File: config.mk
export PLATFORM = sky130hd
export DESIGN_NAME = regfile_wr_arbiter
export DESIGN_NICKNAME = d
export VERILOG_FILES = /design/src/rtl/regfile_wr_arbiter_pkg.sv /design/src/rtl/regfile_wr_arbiter_scoreboard.sv /design/src/rtl/regfile_wr_arbiter.sv
export SDC_FILE = /design/constraint.sdc
export NUM_CORES = 1
export LEC_CHECK = 0
export CORE_ASPECT_RATIO = 2
export CORE_MARGIN = 10
export CORE_UTILIZATION = 30
export DETAILED_ROUTE_END_ITERATION = 10
export HOLD_SLACK_MARGIN = 0.05
export PLACE_DENSITY = 0.77
export REMOVE_ABC_BUFFERS = 1
export SYNTH_ARGS = -nofsm -noshare
export SYNTH_HDL_FRONTEND = slang
export SYNTH_HIERARCHICAL = 1
export SYNTH_SLANG_ARGS = --single-unit
File: constraint.sdc
create_clock -name clk -period 2.5 [get_ports clk]
set_input_delay 0.75 -clock clk [delete_from_list [all_inputs] [get_ports clk]]
set_output_delay 0.75 -clock clk [all_outputs]
set_load 0.03 [all_outputs]
File: src/rtl/regfile_wr_arbiter_pkg.sv
// Shared definitions for the register-file write-port arbiter: default widths,
// port-select encoding and the hard-wired zero register.
package regfile_wr_arbiter_pkg;

    localparam int ADDR_W_DEF = 5;
    localparam int DATA_W_DEF = 32;

    typedef enum logic {
        PORT_A = 1'b0,
        PORT_B = 1'b1
    } port_sel_e;

    localparam int unsigned ZERO_REG = 0;

endpackage

File: src/rtl/regfile_wr_arbiter_scoreboard.sv
// rf_scoreboard: one busy bit per architectural register, set on reservation,
// cleared when the register file write lands; drives the read-hazard flag.
module rf_scoreboard
    import regfile_wr_arbiter_pkg::*;
#(
    parameter int ADDR_W = ADDR_W_DEF
) (
    input  logic              clk,
    input  logic              rst,
    input  logic              resv_valid_i,
    input  logic [ADDR_W-1:0] resv_addr_i,
    input  logic              wr_en_i,
    input  logic [ADDR_W-1:0] wr_addr_i,
    input  logic [ADDR_W-1:0] rd_addr_1_i,
    input  logic [ADDR_W-1:0] rd_addr_2_i,
    output logic              hazard_o
);

    localparam int NREG = 1 << ADDR_W;

    logic [NREG-1:0] busy_q;
    logic [NREG-1:0] busy_d;

    // Set is applied after clear so a same-edge reservation survives the write.
    always_comb begin
        busy_d = busy_q;
        if (wr_en_i) begin
            busy_d[wr_addr_i] = 1'b0;
        end
        if (resv_valid_i && (resv_addr_i != ADDR_W'(ZERO_REG))) begin
            busy_d[resv_addr_i] = 1'b1;
        end
    end

    always_ff @(posedge clk or posedge rst) begin
        if (rst) begin
            busy_q <= '0;
        end else begin
            busy_q <= busy_d;
        end
    end

    // busy_q[0] can never be set, so r0 never reports a hazard.
    assign hazard_o = busy_q[rd_addr_1_i] | busy_q[rd_addr_2_i];

endmodule

File: src/rtl/regfile_wr_arbiter.sv
// Two-requester arbiter for the register file's single write port, with a
// registered write stage. Optional busy-bit scoreboard under RF_ARB_SCOREBOARD_EN.
module regfile_wr_arbiter
    import regfile_wr_arbiter_pkg::*;
#(
    parameter int FIXED_PRIO = 0,
    parameter int ADDR_W     = ADDR_W_DEF,
    parameter int DATA_W     = DATA_W_DEF
) (
    input  logic              clk,
    input  logic              rst,
    input  logic              a_valid,
    input  logic [ADDR_W-1:0] a_addr,
    input  logic [DATA_W-1:0] a_data,
    output logic              a_ready,
    input  logic              b_valid,
    input  logic [ADDR_W-1:0] b_addr,
    input  logic [DATA_W-1:0] b_data,
    output logic              b_ready,
    output logic              rf_we,
    output logic [ADDR_W-1:0] rf_w_addr,
    output logic [DATA_W-1:0] rf_data_in,
    input  logic              resv_valid,
    input  logic [ADDR_W-1:0] resv_addr,
    input  logic [ADDR_W-1:0] rd_addr_1,
    input  logic [ADDR_W-1:0] rd_addr_2,
    output logic              hazard
);

    port_sel_e         ptr_q;
    port_sel_e         ptr_d;
    logic              rf_we_q;
    logic              rf_we_d;
    logic [ADDR_W-1:0] rf_w_addr_q;
    logic [DATA_W-1:0] rf_data_q;
    logic              xfer;
    logic [ADDR_W-1:0] sel_addr;
    logic [DATA_W-1:0] sel_data;

    always_comb begin
        a_ready = 1'b0;
        b_ready = 1'b0;
        if (FIXED_PRIO != 0) begin
            a_ready = a_valid;
            b_ready = b_valid & ~a_valid;
        end else if (a_valid && b_valid) begin
            a_ready = (ptr_q == PORT_A);
            b_ready = (ptr_q == PORT_B);
        end else begin
            a_ready = a_valid;
            b_ready = b_valid;
        end
    end

    assign xfer     = a_ready | b_ready;
    assign sel_addr = b_ready ? b_addr : a_addr;
    assign sel_data = b_ready ? b_data : a_data;

    // The loser of any grant gets priority on the next contended cycle.
    always_comb begin
        ptr_d = ptr_q;
        if (xfer) begin
            ptr_d = b_ready ? PORT_A : PORT_B;
        end
    end

    assign rf_we_d = xfer && (sel_addr != ADDR_W'(ZERO_REG));

    always_ff @(posedge clk or posedge rst) begin
        if (rst) begin
            ptr_q       <= PORT_A;
            rf_we_q     <= 1'b0;
            rf_w_addr_q <= '0;
            rf_data_q   <= '0;
        end else begin
            ptr_q   <= ptr_d;
            rf_we_q <= rf_we_d;
            if (xfer) begin
                rf_w_addr_q <= sel_addr;
                rf_data_q   <= sel_data;
            end
        end
    end

    assign rf_we      = rf_we_q;
    assign rf_w_addr  = rf_w_addr_q;
    assign rf_data_in = rf_data_q;

`ifdef RF_ARB_SCOREBOARD_EN
    rf_scoreboard #(
        .ADDR_W(ADDR_W)
    ) u_scoreboard (
        .clk         (clk),
        .rst         (rst),
        .resv_valid_i(resv_valid),
        .resv_addr_i (resv_addr),
        .wr_en_i     (rf_we_q),
        .wr_addr_i   (rf_w_addr_q),
        .rd_addr_1_i (rd_addr_1),
        .rd_addr_2_i (rd_addr_2),
        .hazard_o    (hazard)
    );
`else
    logic unused_sb_inputs;
    assign unused_sb_inputs = ^{resv_valid, resv_addr, rd_addr_1, rd_addr_2};
    assign hazard = 1'b0;
`endif

endmodule

==> results.yml <==
placement:
  placed_cells: 415
  dp_hpwl_mm: 5.87
  numPortBuffers: 117
  gp_congestion: 0.789
  dp_slack_ps: 45.3
global_routing:
  antenna_found_initial: 1
  grt_max_degree: 40
  grt_use_total_pct: 13.7
  grt_pass1_wl_mm: 12.0
  grt_pass1_vias: 2255
  globalRoute.totalOverflow: 0
timing:
  skew_ps: 1.94
  fin_crit_ps: 2420
  setup_viol: 0
  finalHoldViolations: 0
  timing.final.crit_share_pct: 96.6
  rsz0062_at_grt: "no"
  clock.fmax_ghz: 0.414
  maxSlewHeadroom_pct: 58.2
  max_slew.worst_pin.slew_ps: 628
  fin_ws_ps: 83.8
  slew_viol_final: 0
cts:
  numCtsBuffers: 5
  clk_pin_slew_worst_paths_ps: 50
  clock_path_buffers: 2
  post_cts_resize_count: 0
  postCtsSetupBuffers: 0
  root_buffer: "clkbuf_16"
  clkLatencyLatePin_ps: 280
  h-tree-depth: 2
  cts.sinks: 39
  cts_tree: "built"
  postCtsHoldBufs: 0
finish:
  fin_cells: 422
  multi_input_area_sq_um: 963
  fillCellCount: 671
  regArea_sq_um: 976
  drive_above_1_share_pct: 16.1
  area_growth_syn_to_layout_pct: 60.9
  layout.nets: 424
yosys:
  synth_cells: 217
  yosys_warnings: 6
  netlist_area_sq_um: 2200
  ys_seq_area_share_pct: 44.3
  synth_cell_types: 19
  synth_seq_cells: 39
  synth_area_per_cell_sq_um: 10.1
setup_path:
  critPathCaptureType: "output port"
  worstPathArrival_ps: 1670
  worstPathRequired_ps: 1750
  cp_slowest_stage_delay_ps: 470
  cp.depth: 3
  worstPathBufferInverterCount: 2
  crit_slowest_cell: "clkdlybuf4s50_1"
  path_delay_family: "buffers and inverters"
  path_class: "in2out"
  reg2regPathDepth: 5
  critPathLaunchType: "input pin"
  crit_fanout: 4
  path_cells: "clkdlybuf4s50_1, a21boi_2, buf_4"
power:
  peakVddDrop_mv: 0.532
  p_leak_nw: 1.56
  power-per-cell-area_nw_per_um2: 611
floorplanning:
  die_x_um: 80.6
  dieHeight_um: 141
  pin_count: 135
  initial_core_util_pct: 30.5
  num_rows: 44
  dieArea_sq_um: 11400
  coreArea_sq_um: 7210
detailed_routing:
  wirelength_mm: 7.86
  wire_per_inst_um: 18.6
  drt_iter0_drc: 84
  vias_per_cell: 4.92
  drc_errors: 0
  vias: 2076
  dr.pass1.iters: 4
  ant_nets: 0
status:
  outcome: "finished clean"
hold_path:
  min_path_cells: 2
  hold_path_class: "reg2reg"
run:
  drv_cap: 0
==> routing by layer <==
layer  GRT usage (%)  vias up  part of all wire [%]
li1                -      978                     -
met3            3.44       12                   5.6
met5               0        -                     0
met4            6.25        0                   3.0
met1            13.5     1014                    33
met2            25.0       72                    58
==> cell families after synthesis <==
| group | Yosys count | synth area share, % |
|---|---|---|
| AOI/OAI and AO/OA | 78 | 20.1 |
| and+or+nand+nor | 5 | 1.31 |
| DFF | 39 | 44.3 |
| muxes | 37 | 22.2 |
| other | 1 | 0.170 |
| buffers and inverters | 57 | 11.9 |
==> per-stage QoR <==
stage | utilization (%) | hold WS (ps) | instance area (sq um) | power [mW] | TNS [ps]
4_1_cts | 49.1 | 567 | 3540 | 2.19 | 0
5_1_grt | 49.1 | 592 | 3540 | 2.28 | 0
3_5_place_dp | 47.3 | 557 | 3410 | 1.59 | 0
2_1_floorplan | - | 524 | 2090 | 1.18 | -291
6_report | 49.1 | 561 | 3540 | 2.16 | 0
3_3_place_gp | 47.3 | 540 | 3410 | 1.57 | 0
==> registers in the layout, indices dropped and copies added (netlist names) <==
signal	count
rf_we	1
ptr_q	1
rf_w_addr	5
rf_data_in	32
==> cells in the mapped netlist <==
library cell | number | area [sq um]
buf_6 | 4 | 45.0
buf_2 | 9 | 45.0
nand2b_1 | 1 | 6.26
nand2_1 | 1 | 3.75
conb_1 | 1 | 3.75
clkbuf_1 | 2 | 7.51
or4_1 | 2 | 15.0
a21oi_1 | 37 | 185
o21ai_1 | 1 | 5.00
a21boi_2 | 1 | 11.3
buf_4 | 2 | 15.0
inv_1 | 39 | 146
o22ai_1 | 37 | 231
inv_2 | 1 | 3.75
nor2_1 | 1 | 3.75
mux2_4 | 19 | 285
dfrtp_1 | 39 | 976
o21ai_0 | 2 | 10.0
mux2_2 | 18 | 203
==> where the power goes <==
group / total, mW / switching [mW] / leakage (nW) / internal (mW)
clock: 0.588 / 0.230 / 0.0628 / 0.359
combinational: 0.810 / 0.410 / 1.05 / 0.400
sequential: 0.765 / 0.0459 / 0.447 / 0.719
==> worst paths after layout <==
kind | end | slack, ps | start
min | ptr_q | 560 | ptr_q
max reg2reg | rf_w_addr[0] | 1120 | ptr_q
min in group asynchronous | rf_data_in[24] | 900 | rst
max | a_ready | 80 | b_valid
max in group asynchronous | rf_data_in[8] | 1240 | rst
min reg2reg | ptr_q | 560 | ptr_q
==> cell type report <==
class                           instances  area share [%]
Sequential cell                        39            27.6
Antenna cell                            1          0.0706
Tap cell                               92            3.25
Clock buffer                            6            3.64
Inverter                               40            4.24
Timing Repair Buffer                  123            34.1
Multi-Input combinational cell        121            27.2
==> cells in the final DEF (no fill, tap or decap), drive strengths merged, types with 2 or more instances in the layout <==
| cell type | n |
|---|---|
| o21ai | 3 |
| dfrtp | 39 |
| o22ai | 37 |
| or4 | 2 |
| buf | 9 |
| clkdlybuf4s50 | 114 |
| a21oi | 37 |
| mux2 | 37 |
| inv | 39 |
| clkbuf | 6 |
==> worst min-delay path: stages (launching register included) <==
cell,delay [ps]
dfrtp_1,400
inv_1,60
o21ai_0,60
Note: power is estimated with default switching activity, not from simulation.
